File: src/rtl/csr_trap_ctrl_if.sv
// Memory-stage trap/return interface: pipeline event inputs, CSR snapshot,
// CSR write port and redirect outputs of the trap sequencer.
interface csr_trap_ctrl_if #(
   parameter int unsigned XLEN    = 64,
   parameter int unsigned ECODE_W = 6
);
   localparam int unsigned CSR_AW = 12;

   logic               stall_m;
   logic               instr_valid;
   logic [XLEN-1:0]    instr_pc;
   logic               exc_valid;
   logic [ECODE_W-1:0] exc_code;
   logic [XLEN-1:0]    exc_tval;
   logic               is_mret;
   logic               trint;
   logic               swint;
   logic               exint;
   logic [XLEN-1:0]    mstatus;
   logic [XLEN-1:0]    mie;
   logic [XLEN-1:0]    mtvec;
   logic [XLEN-1:0]    mepc;

   logic [XLEN-1:0]    mip_val;
   logic               kill_m;
   logic               busy;
   logic               csr_we;
   logic [CSR_AW-1:0]  csr_waddr;
   logic [XLEN-1:0]    csr_wdata;
   logic               redirect_valid;
   logic [XLEN-1:0]    redirect_pc;
   logic               flushall;

   modport master (
      output stall_m, instr_valid, instr_pc, exc_valid, exc_code, exc_tval,
             is_mret, trint, swint, exint, mstatus, mie, mtvec, mepc,
      input  mip_val, kill_m, busy, csr_we, csr_waddr, csr_wdata,
             redirect_valid, redirect_pc, flushall
   );

   modport slave (
      input  stall_m, instr_valid, instr_pc, exc_valid, exc_code, exc_tval,
             is_mret, trint, swint, exint, mstatus, mie, mtvec, mepc,
      output mip_val, kill_m, busy, csr_we, csr_waddr, csr_wdata,
             redirect_valid, redirect_pc, flushall
   );
endinterface

File: src/rtl/csr_trap_ctrl.sv
// M-mode trap/mret sequencer: prioritises memory-stage events, writes
// mepc/mcause/mtval/mstatus one per cycle, then pulses a redirect with flush.
module csr_trap_ctrl #(
   parameter int unsigned XLEN    = 64,
   parameter int unsigned ECODE_W = 6
) (
   input logic           clk,
   input logic           reset,
   csr_trap_ctrl_if.slave bus
);
   localparam int unsigned CSR_AW = 12;
   localparam int unsigned IRQ_W  = 4;

   localparam logic [CSR_AW-1:0] A_MSTATUS = 12'h300;
   localparam logic [CSR_AW-1:0] A_MEPC    = 12'h341;
   localparam logic [CSR_AW-1:0] A_MCAUSE  = 12'h342;
   localparam logic [CSR_AW-1:0] A_MTVAL   = 12'h343;

   localparam logic [IRQ_W-1:0] IRQ_MSI = 4'd3;
   localparam logic [IRQ_W-1:0] IRQ_MTI = 4'd7;
   localparam logic [IRQ_W-1:0] IRQ_MEI = 4'd11;

   typedef enum logic [2:0] {
      IDLE,
      W_EPC,
      W_CAUSE,
      W_TVAL,
      W_STAT,
      REDIR
   } state_e;

   state_e state_q, state_d;

   logic [XLEN-1:0]   epc_q, epc_d;
   logic [XLEN-1:0]   cause_q, cause_d;
   logic [XLEN-1:0]   tval_q, tval_d;
   logic [XLEN-1:0]   stat_q, stat_d;
   logic [XLEN-1:0]   target_q, target_d;

   logic              csr_we_q, csr_we_d;
   logic [CSR_AW-1:0] csr_waddr_q, csr_waddr_d;
   logic [XLEN-1:0]   csr_wdata_q, csr_wdata_d;
   logic              redirect_valid_q, redirect_valid_d;
   logic [XLEN-1:0]   redirect_pc_q, redirect_pc_d;

   logic [XLEN-1:0]   mip_c;
   logic [XLEN-1:0]   pend_c;
   logic              irq_take_c;
   logic [IRQ_W-1:0]  irq_no_c;
   logic              accept_c;
   logic [XLEN-1:0]   trap_stat_c;
   logic [XLEN-1:0]   mret_stat_c;
   logic [XLEN-1:0]   tvec_base_c;

   // Pending-interrupt view and priority select (MEI > MSI > MTI)
   always_comb begin
      mip_c     = '0;
      mip_c[3]  = bus.swint;
      mip_c[7]  = bus.trint;
      mip_c[11] = bus.exint;
      pend_c    = bus.mie & mip_c;
      irq_take_c = bus.mstatus[3] & (|pend_c);
      if (pend_c[11])     irq_no_c = IRQ_MEI;
      else if (pend_c[3]) irq_no_c = IRQ_MSI;
      else                irq_no_c = IRQ_MTI;
   end

   assign accept_c = (state_q == IDLE) & bus.instr_valid & ~bus.stall_m &
                     (bus.exc_valid | irq_take_c | bus.is_mret);

   // mstatus images for trap entry and mret
   always_comb begin
      trap_stat_c        = bus.mstatus;
      trap_stat_c[3]     = 1'b0;
      trap_stat_c[7]     = bus.mstatus[3];
      trap_stat_c[12:11] = 2'b11;
      mret_stat_c        = bus.mstatus;
      mret_stat_c[3]     = bus.mstatus[7];
      mret_stat_c[7]     = 1'b1;
      mret_stat_c[12:11] = 2'b11;
      tvec_base_c        = {bus.mtvec[XLEN-1:2], 2'b00};
   end

   // Next state, latched trap context and registered write/redirect outputs
   always_comb begin
      state_d          = state_q;
      epc_d            = epc_q;
      cause_d          = cause_q;
      tval_d           = tval_q;
      stat_d           = stat_q;
      target_d         = target_q;
      csr_we_d         = 1'b0;
      csr_waddr_d      = '0;
      csr_wdata_d      = '0;
      redirect_valid_d = 1'b0;
      redirect_pc_d    = '0;

      unique case (state_q)
         IDLE: begin
            if (accept_c) begin
               epc_d = bus.instr_pc;
               if (bus.exc_valid) begin
                  cause_d  = XLEN'(bus.exc_code);
                  tval_d   = bus.exc_tval;
                  stat_d   = trap_stat_c;
                  target_d = tvec_base_c;
                  state_d  = W_EPC;
               end else if (irq_take_c) begin
                  cause_d  = (XLEN'(1) << (XLEN-1)) | XLEN'(irq_no_c);
                  tval_d   = '0;
                  stat_d   = trap_stat_c;
                  target_d = (bus.mtvec[1:0] == 2'b01)
                           ? tvec_base_c + XLEN'({irq_no_c, 2'b00})
                           : tvec_base_c;
                  state_d  = W_EPC;
               end else begin
                  stat_d   = mret_stat_c;
                  target_d = bus.mepc;
                  state_d  = W_STAT;
               end
            end
         end
         W_EPC:   state_d = W_CAUSE;
         W_CAUSE: state_d = W_TVAL;
         W_TVAL:  state_d = W_STAT;
         W_STAT:  state_d = REDIR;
         REDIR:   state_d = IDLE;
         default: state_d = IDLE;
      endcase

      // Outputs follow the state being entered so they appear in that state's cycle
      unique case (state_d)
         W_EPC: begin
            csr_we_d    = 1'b1;
            csr_waddr_d = A_MEPC;
            csr_wdata_d = epc_d;
         end
         W_CAUSE: begin
            csr_we_d    = 1'b1;
            csr_waddr_d = A_MCAUSE;
            csr_wdata_d = cause_d;
         end
         W_TVAL: begin
            csr_we_d    = 1'b1;
            csr_waddr_d = A_MTVAL;
            csr_wdata_d = tval_d;
         end
         W_STAT: begin
            csr_we_d    = 1'b1;
            csr_waddr_d = A_MSTATUS;
            csr_wdata_d = stat_d;
         end
         REDIR: begin
            redirect_valid_d = 1'b1;
            redirect_pc_d    = target_d;
         end
         default: ;
      endcase
   end

   always_ff @(posedge clk) begin
      if (reset) begin
         state_q          <= IDLE;
         epc_q            <= '0;
         cause_q          <= '0;
         tval_q           <= '0;
         stat_q           <= '0;
         target_q         <= '0;
         csr_we_q         <= 1'b0;
         csr_waddr_q      <= '0;
         csr_wdata_q      <= '0;
         redirect_valid_q <= 1'b0;
         redirect_pc_q    <= '0;
      end else begin
         state_q          <= state_d;
         epc_q            <= epc_d;
         cause_q          <= cause_d;
         tval_q           <= tval_d;
         stat_q           <= stat_d;
         target_q         <= target_d;
         csr_we_q         <= csr_we_d;
         csr_waddr_q      <= csr_waddr_d;
         csr_wdata_q      <= csr_wdata_d;
         redirect_valid_q <= redirect_valid_d;
         redirect_pc_q    <= redirect_pc_d;
      end
   end

   assign bus.mip_val        = mip_c;
   assign bus.kill_m         = accept_c;
   assign bus.busy           = (state_q != IDLE) | accept_c;
   assign bus.csr_we         = csr_we_q;
   assign bus.csr_waddr      = csr_waddr_q;
   assign bus.csr_wdata      = csr_wdata_q;
   assign bus.redirect_valid = redirect_valid_q;
   assign bus.redirect_pc    = redirect_pc_q;
   assign bus.flushall       = redirect_valid_q;
endmodule

File: src/flat_wrapper.sv
// flat-port wrapper written by rule: the top's interface ports become plain ports
module csr_trap_ctrl_flat 
#(
   parameter int unsigned XLEN    = 64,
   parameter int unsigned ECODE_W = 6
)
  (clk, reset, bus_stall_m, bus_instr_valid, bus_instr_pc, bus_exc_valid, bus_exc_code, bus_exc_tval, bus_is_mret, bus_trint, bus_swint, bus_exint, bus_mstatus, bus_mie, bus_mtvec, bus_mepc, bus_mip_val, bus_kill_m, bus_busy, bus_csr_we, bus_csr_waddr, bus_csr_wdata, bus_redirect_valid, bus_redirect_pc, bus_flushall);
  csr_trap_ctrl_if #(.XLEN(XLEN), .ECODE_W(ECODE_W)) bus_i ();
  input logic clk;
  input logic reset;
  input wire logic [$bits(bus_i.stall_m)-1:0] bus_stall_m;
  input wire logic [$bits(bus_i.instr_valid)-1:0] bus_instr_valid;
  input wire logic [$bits(bus_i.instr_pc)-1:0] bus_instr_pc;
  input wire logic [$bits(bus_i.exc_valid)-1:0] bus_exc_valid;
  input wire logic [$bits(bus_i.exc_code)-1:0] bus_exc_code;
  input wire logic [$bits(bus_i.exc_tval)-1:0] bus_exc_tval;
  input wire logic [$bits(bus_i.is_mret)-1:0] bus_is_mret;
  input wire logic [$bits(bus_i.trint)-1:0] bus_trint;
  input wire logic [$bits(bus_i.swint)-1:0] bus_swint;
  input wire logic [$bits(bus_i.exint)-1:0] bus_exint;
  input wire logic [$bits(bus_i.mstatus)-1:0] bus_mstatus;
  input wire logic [$bits(bus_i.mie)-1:0] bus_mie;
  input wire logic [$bits(bus_i.mtvec)-1:0] bus_mtvec;
  input wire logic [$bits(bus_i.mepc)-1:0] bus_mepc;
  output wire logic [$bits(bus_i.mip_val)-1:0] bus_mip_val;
  output wire logic [$bits(bus_i.kill_m)-1:0] bus_kill_m;
  output wire logic [$bits(bus_i.busy)-1:0] bus_busy;
  output wire logic [$bits(bus_i.csr_we)-1:0] bus_csr_we;
  output wire logic [$bits(bus_i.csr_waddr)-1:0] bus_csr_waddr;
  output wire logic [$bits(bus_i.csr_wdata)-1:0] bus_csr_wdata;
  output wire logic [$bits(bus_i.redirect_valid)-1:0] bus_redirect_valid;
  output wire logic [$bits(bus_i.redirect_pc)-1:0] bus_redirect_pc;
  output wire logic [$bits(bus_i.flushall)-1:0] bus_flushall;
  assign bus_i.stall_m = bus_stall_m;
  assign bus_i.instr_valid = bus_instr_valid;
  assign bus_i.instr_pc = bus_instr_pc;
  assign bus_i.exc_valid = bus_exc_valid;
  assign bus_i.exc_code = bus_exc_code;
  assign bus_i.exc_tval = bus_exc_tval;
  assign bus_i.is_mret = bus_is_mret;
  assign bus_i.trint = bus_trint;
  assign bus_i.swint = bus_swint;
  assign bus_i.exint = bus_exint;
  assign bus_i.mstatus = bus_mstatus;
  assign bus_i.mie = bus_mie;
  assign bus_i.mtvec = bus_mtvec;
  assign bus_i.mepc = bus_mepc;
  assign bus_mip_val = bus_i.mip_val;
  assign bus_kill_m = bus_i.kill_m;
  assign bus_busy = bus_i.busy;
  assign bus_csr_we = bus_i.csr_we;
  assign bus_csr_waddr = bus_i.csr_waddr;
  assign bus_csr_wdata = bus_i.csr_wdata;
  assign bus_redirect_valid = bus_i.redirect_valid;
  assign bus_redirect_pc = bus_i.redirect_pc;
  assign bus_flushall = bus_i.flushall;
  csr_trap_ctrl #(.XLEN(XLEN), .ECODE_W(ECODE_W)) u_core (.clk(clk), .reset(reset), .bus(bus_i));
endmodule
File: config.mk
export PLATFORM = sky130hd
export DESIGN_NAME = csr_trap_ctrl_flat
export DESIGN_NICKNAME = d
export VERILOG_FILES = /design/src/rtl/csr_trap_ctrl_if.sv /design/src/rtl/csr_trap_ctrl.sv /design/src/flat_wrapper.sv
export SDC_FILE = /design/constraint.sdc
export NUM_CORES = 1
export LEC_CHECK = 0
export ABC_AREA = 1
export BUFFER_PORTS_ARGS = -buffer_cell sky130_fd_sc_hd__buf_2
export CORE_AREA = 2 2 236 238
export CTS_CLUSTER_DIAMETER = 50
export CTS_CLUSTER_SIZE = 24
export DETAILED_ROUTE_END_ITERATION = 7
export DIE_AREA = 0 0 238 240
export PLACE_DENSITY = 0.71
export SYNTH_ARGS = -nofsm -noshare
export SYNTH_HDL_FRONTEND = slang
export SYNTH_SLANG_ARGS = --single-unit
File: constraint.sdc
create_clock -name clk -period 2.7 [get_ports clk]
set_input_delay 0.135 -clock clk [delete_from_list [all_inputs] [get_ports clk]]
set_output_delay 0.135 -clock clk [all_outputs]
set_load 0.05 [all_outputs]
Word level (Yosys, flattened, before mapping)
Cells that the tools add are included.
{"block": "op_classes", "mux": 29, "add_sub_neg": 1, "n_eq_ne": 10, "n_bitwise": 10, "n_reduce_logical": 5}
{"cell": "$mux 64", "count": 17}
{"cell": "$pmux 64 s4", "count": 1}
{"cell": "$add 64x6->64", "count": 1}
{"cell": "$and 64x12->64", "count": 1}
{"cell": "$reduce_or 64->1", "count": 1}
{"cell": "$pmux 10 s4", "count": 1}
{"cell": "$mux 8", "count": 2}
{"cell": "$pmux 3 s5", "count": 1}
{"cell": "$eq 3x2->1 const B", "count": 4}
{"cell": "$mux 3", "count": 4}
{"cell": "$eq 3x3->1 const B", "count": 3}
{"cell": "$eq 3x1->1 const B", "count": 2}
{"cell": "$and 1x1->1", "count": 4}
{"cell": "$mux 4", "count": 1}
{"cell": "$reduce_or 4->1", "count": 1}
{"cell": "$logic_not 3->1", "count": 1}
{"cell": "$or 1x1->1", "count": 3}
{"cell": "$reduce_bool 3->1", "count": 1}
{"cell": "$eq 2x1->1 const B", "count": 1}
{"cell": "$mux 1", "count": 2}
{"cell": "$not 1->1", "count": 2}
{"cell": "$reduce_or 2->1", "count": 1}
{"block": "word_totals", "register_bits": 465, "wordCells": 66, "out_inout_bits": 209}

Depth between registers and ports, before layout
{"block": "depth", "depth_word": 11, "depth_mapped": 18}

Worst setup path before layout
Ideal clock, no wire load.
{"block": "synth_timing", "path_type": "input to register", "start": "in bus_swint", "end": "reg u_core.target_q[54]", "t_arrival_ns": 1.835, "stages": 15, "path_buffers": 0, "required_ns": 2.568, "setup_ns": 0.132, "path_slack_ns": 0.733, "path_cell_list": "inv_1 -> o21ai_2 -> inv_1 -> ha_1 -> nand3_1 -> nand2_1 -> nand3_1 -> nor2_1 -> nand2_1 -> nor2_1 -> nand3_1 -> nand3_1 -> nand2_1 -> nand2_1 -> a21oi_1"}
{"block": "synth_between", "elab_chain_cells": 9, "elab_cells_between_ends": 14, "classes_between": "add/sub (1); mux (7); bitwise (5); reduce/logical (1)"}
{"element": "start, declared", "line": "flat_wrapper.sv:19", "source": "input wire logic [$bits(bus_i.swint)-1:0] bus_swint;"}
{"element": "$and 64x12->64 *", "line": "csr_trap_ctrl.sv:61", "source": "pend_c = bus.mie & mip_c;"}
{"element": "$mux 3", "line": "csr_trap_ctrl.sv:64", "source": "else if (pend_c[3]) irq_no_c = IRQ_MSI;"}
{"element": "$mux 4", "line": "csr_trap_ctrl.sv:63", "source": "if (pend_c[11]) irq_no_c = IRQ_MEI;"}
{"element": "$add 64x6->64", "line": "csr_trap_ctrl.sv:113", "source": "? tvec_base_c + XLEN'({irq_no_c, 2'b00})"}
{"element": "$mux 64", "line": "csr_trap_ctrl.sv:113"}
{"element": "$mux 64", "line": "csr_trap_ctrl.sv:108", "source": "end else if (irq_take_c) begin"}
{"element": "$mux 64", "line": "csr_trap_ctrl.sv:102", "source": "if (bus.exc_valid) begin"}
{"element": "$mux 64 *", "line": "csr_trap_ctrl.sv:100", "source": "if (accept_c) begin"}
{"element": "$mux 64 *", "line": "csr_trap_ctrl.sv:98", "source": "unique case (state_q)"}
{"element": "end signal, assigned", "line": "csr_trap_ctrl.sv:180", "source": "target_q <= target_d;"}
{"element": "end, declared", "line": "csr_trap_ctrl.sv:38", "source": "logic [XLEN-1:0] target_q, target_d;"}
Every way passes the cells marked *; elsewhere a longest branch is shown, timed or not.
A chain may end at the register's enable or synchronous reset.

Worst setup path in the final report
{"block": "layout_timing", "start": "in bus_mtvec[4]", "end": "reg u_core.target_q[49]"}
{"block": "layout_between", "elab_chain_cells": 6}
{"element": "start, declared", "line": "flat_wrapper.sv:23", "source": "input wire logic [$bits(bus_i.mtvec)-1:0] bus_mtvec;"}
{"element": "$add 64x6->64", "line": "csr_trap_ctrl.sv:113"}
{"element": "$mux 64", "line": "csr_trap_ctrl.sv:113"}
{"element": "$mux 64", "line": "csr_trap_ctrl.sv:108"}
{"element": "$mux 64", "line": "csr_trap_ctrl.sv:102"}
{"element": "$mux 64", "line": "csr_trap_ctrl.sv:100"}
{"element": "$mux 64", "line": "csr_trap_ctrl.sv:98"}
No other way between the ends.

==> summary.md <==
| Metric | Value |
|---|---|
| Max-slew violation count | 0 |
| Row count | 86 |
| Fmax | 392.5 MHz |
| Most common cell in the netlist | nand2_1 |
| Status | finished clean |
| Comb pwr share | 19.2% |
| Final setup fails | 0 |
| Leak | 13.31 nW |
| Pin count of the biggest net entering global routing | about 210 |
| Crit path cell chain | dlygate4sd3_1 -> buf_2 -> ha_4 -> nand3_1 -> nand2_1 -> nand2_1 -> nand2_1 -> nand2_2 -> nor2_2 -> buf_4 -> nand4_1 -> nand3_1 -> nand2_1 -> nand2_1 -> dlygate4sd3_1 -> a21oi_1 |
| Gpl congestion | slightly below 1 |
| Reg2Reg Setup Slack | 180 ps |
| Clock network power share | between 30% and 40% |
| FFs w/ async S/R, synth | 0% |
| First-pass GRT wire length | about 120 mm |
| Synth cell count leaders | nand2_1, nor2_1, dfxtp_1 |
| Nets | about 4.3k |
| Mapped Avg Cell Area | 6.649 um2 |
| Initial Util | between 30% and 40% |
| Layout cells sized above 1 | between 10% and 20% |
| Power Density | roughly 610 nW/um2 |
| Crit-path most repeated cell | nand2_1 |
| Worst reg2reg path depth | 11 |
| CP max stage cell | dlygate4sd3_1 |
| Min-delay src | bus_exc_code[3] |
| Post-synth EDFFs | 0 |
| Maximum VDD drop | a little under 0.7 mV |
| Die Ht | about 240 um |
| Multi-input gate area | approximately 10000 um2 |
| Routed WL | approximately 80 mm |
| Core region area | 54660 um2 |
| Final Critical Period | about 2500 ps |
| TNS Setup | 0 ps |
| Total CTS buffers | 46 |
| Commonest register cell after synthesis | dfxtp_1 |
| Hold-critical path depth | 5 |
| #FFs+latches synth | 456 |
| Clock skew | around 32 ps |
| Cell taking the most area after synthesis | dfxtp_1 |
| Dpl cells | between 4k and 5k |
| Core Util, Final | 52.74% |
| Critical path data required time | 3130 ps |
| Synth top area share | about 43% |
| Crit path DAT | between 2000 and 3000 ps |
| Storage element area | about 9000 um2 |
| CTS tree | done |
| Worst Slack Setup Final | around 150 ps |
| Largest cells by area after synthesis | dfxtp_1, nand2_1, nor2_1 |
| Die W | 238 um |
| Initial DRC count | approximately 1.8k |
| Yosys cell types | 39 |
| Total clock sinks | roughly 460 |
| Htree depth | 2 |
| P_int | 12.03 mW |
| Die area | roughly 57000 um2 |
| Total power | about 18 mW |
| Latest clock arrival within the worst-skew pair | a little over 600 ps |
| # IOs | about 600 |
| Fill cell count | a little over 5k |
| Hold endpoint | u_core.cause_q[3] |
| Vias per cell | approximately 5 |
| Startpoint Class | input port |
| Maximum buffer depth of the clock tree | 3 |
| Post-Syn Area | approximately 21000 um2 |
| # port buffers | 476 |
| Max Cap Viol | 0 |
| Routed wire per std cell | approximately 17 um |
| Worst-path maximum fanout | 6 |
| Sequential power share | 41.0% |
| HP Class | in -> reg |
| Area delta synth->final | 35.58% |
| Worst stage delay on the critical path | 590 ps |
| Placement Setup Slack | 145.0 ps |
| DP HPWL | 51.78 mm |
| CP endpoint kind | register |
| Clock Tree Root | clkbuf_16 |
| Final Hold Viols | 0 |
| Final std cells w/o fill | around 4.6k |
| Period utilisation layout | between 90% and 100% |
| RSZ-0062 raised after global routing | no |
| Synth warn | 0 |
| Antenna violations before repair | 12 |
| Sequential share of the synthesized area | between 40% and 50% |
| Switching part of the total | about a third |
| Relative slew slack | 27.71% |
| Drt first pass iters | 6 |
| FF-to-FF End | u_core.target_q[41] |
| Worst-path clk slew | approximately 70 ps |
| Worst slew pin tran | 1084 ps |
| Grt ovf | 0 |
| Vias after detailed routing | approximately 23k |
| Post-Syn Instances | ~3.2k |
| Worst reg2reg startpoint | u_core.state_q[1] |
| Kind of critical path | in -> reg |
| Gr usage total | a little over a quarter |
| Post-route ant nets | 0 |
| Psw | approximately 5.5 mW |
| Number of global-route vias before repair | between 20k and 25k |
| Drc violations | 0 |
[routing by layer]
metal	vias up	global-route usage [%]	share of wire, %	wire [um]
li1	11380	-	-	-
met5	-	0	0.098	79
met4	12	10.32	3.6	2885
met3	171	4.317	7.3	5838
met1	10590	32.88	41	33100
met2	1009	45.89	48	38470
[state kept, by name (all words and copies together) (netlist names)]
name                    flops
u_core.bus.csr_wdata       64
u_core.bus.redirect_pc     64
u_core.cause_q             64
u_core.epc_q               64
u_core.stat_q              64
u_core.target_q            64
u_core.tval_q              64
u_core.bus.csr_waddr        4
u_core.state_q              3
u_core.bus.flushall         1
[power by group through the flow]
stage	Sequential (mW)	Clock, mW	Combinational, mW
finish	7.19	6.97	3.37
CTS	7.18	7.09	3.22
global placement	7.33	0	2.88
global route	7.22	7.34	3.68
detailed placement	7.34	0	2.89
floorplan	7.49	0	1.88
[worst max-delay path: cells and delay by family]
family	cells	cell delay (ps)
AOI/OAI and AO/OA	1	70
adders and majority gates	1	310
buffers and inverters	4	1480
and+or+nand+nor	10	980
[how the worst max path moves through the flow]
stage,start,end,slack [ps],cells past startpoint
4_1_cts,u_core.state_q[1],bus_kill_m,30,8
3_5_place_dp,bus_swint,u_core.bus.redirect_pc[54],150,16
2_1_floorplan,bus_swint,u_core.target_q[54],730,15
6_report,bus_mtvec[4],u_core.target_q[49],150,16
5_1_grt,u_core.state_q[1],u_core.target_q[4],4,10
3_3_place_gp,bus_swint,u_core.target_q[54],190,16
[logic make-up after synthesis]
kind of cell             synth area share [%]
flip-flops                              42.93
adder cells (fa/ha/maj)                0.1766
buffers and inverters                   11.40
AO/OA/AOI/OAI                           11.36
other                                 0.01764
AND/OR/NAND/NOR                         32.92
XOR/XNOR                                1.195
[layout make-up]
cell class	count	area share (%)
tap	704	3.055
antenna	7	0.06076
timing repair buffer	826	20.80
multi-input combinational	2269	34.89
clock inverter	32	1.549
clock buffer	52	4.284
sequential	456	31.67
inverter	283	3.693
[cell usage in the layout (no fill, tap or decap), drive strengths merged]
| cell | n |
|---|---|
| clkinvlp | 3 |
| buf | 557 |
| diode | 7 |
| a22oi | 1 |
| dlygate4sd3 | 267 |
| ha | 3 |
| nand4 | 26 |
| nor2 | 511 |
| dfxtp | 456 |
| xnor2 | 7 |
| o221ai | 1 |
| nand2 | 830 |
| o22ai | 40 |
| and3 | 2 |
| o211ai | 3 |
| nor3 | 26 |
| o2111ai | 2 |
| inv | 296 |
| a22o | 2 |
| a21oi | 176 |
| clkinv | 13 |
| or2 | 35 |
| a211o | 1 |
| nand3b | 3 |
| a21o | 1 |
| clkbuf | 54 |
| bufinv | 3 |
| xor2 | 22 |
| o21ai | 236 |
| conb | 68 |
| nand3 | 272 |
| a31oi | 1 |
[per-stage QoR]
step           instance area [um2]  hold slack, ps
2_1_floorplan                21510           299.7
3_3_place_gp                 24210           392.6
3_5_place_dp                 24210           397.3
4_1_cts                      28580           2.942
5_1_grt                      28820           21.92
6_report                     28830           25.76
[timing repair]
item | 4_1_cts | 5_1_grt
cloned | 0 | 4
buffers inserted | 0 | 12
hold buffers | 267 | 0
gates resized for setup | 1 | 10
setup endpoints to repair | 1 | 39
hold endpoints to repair | 340 | 0
pin swaps | 0 | 3
No activity file was read; power rests on OpenSTA's default activity.
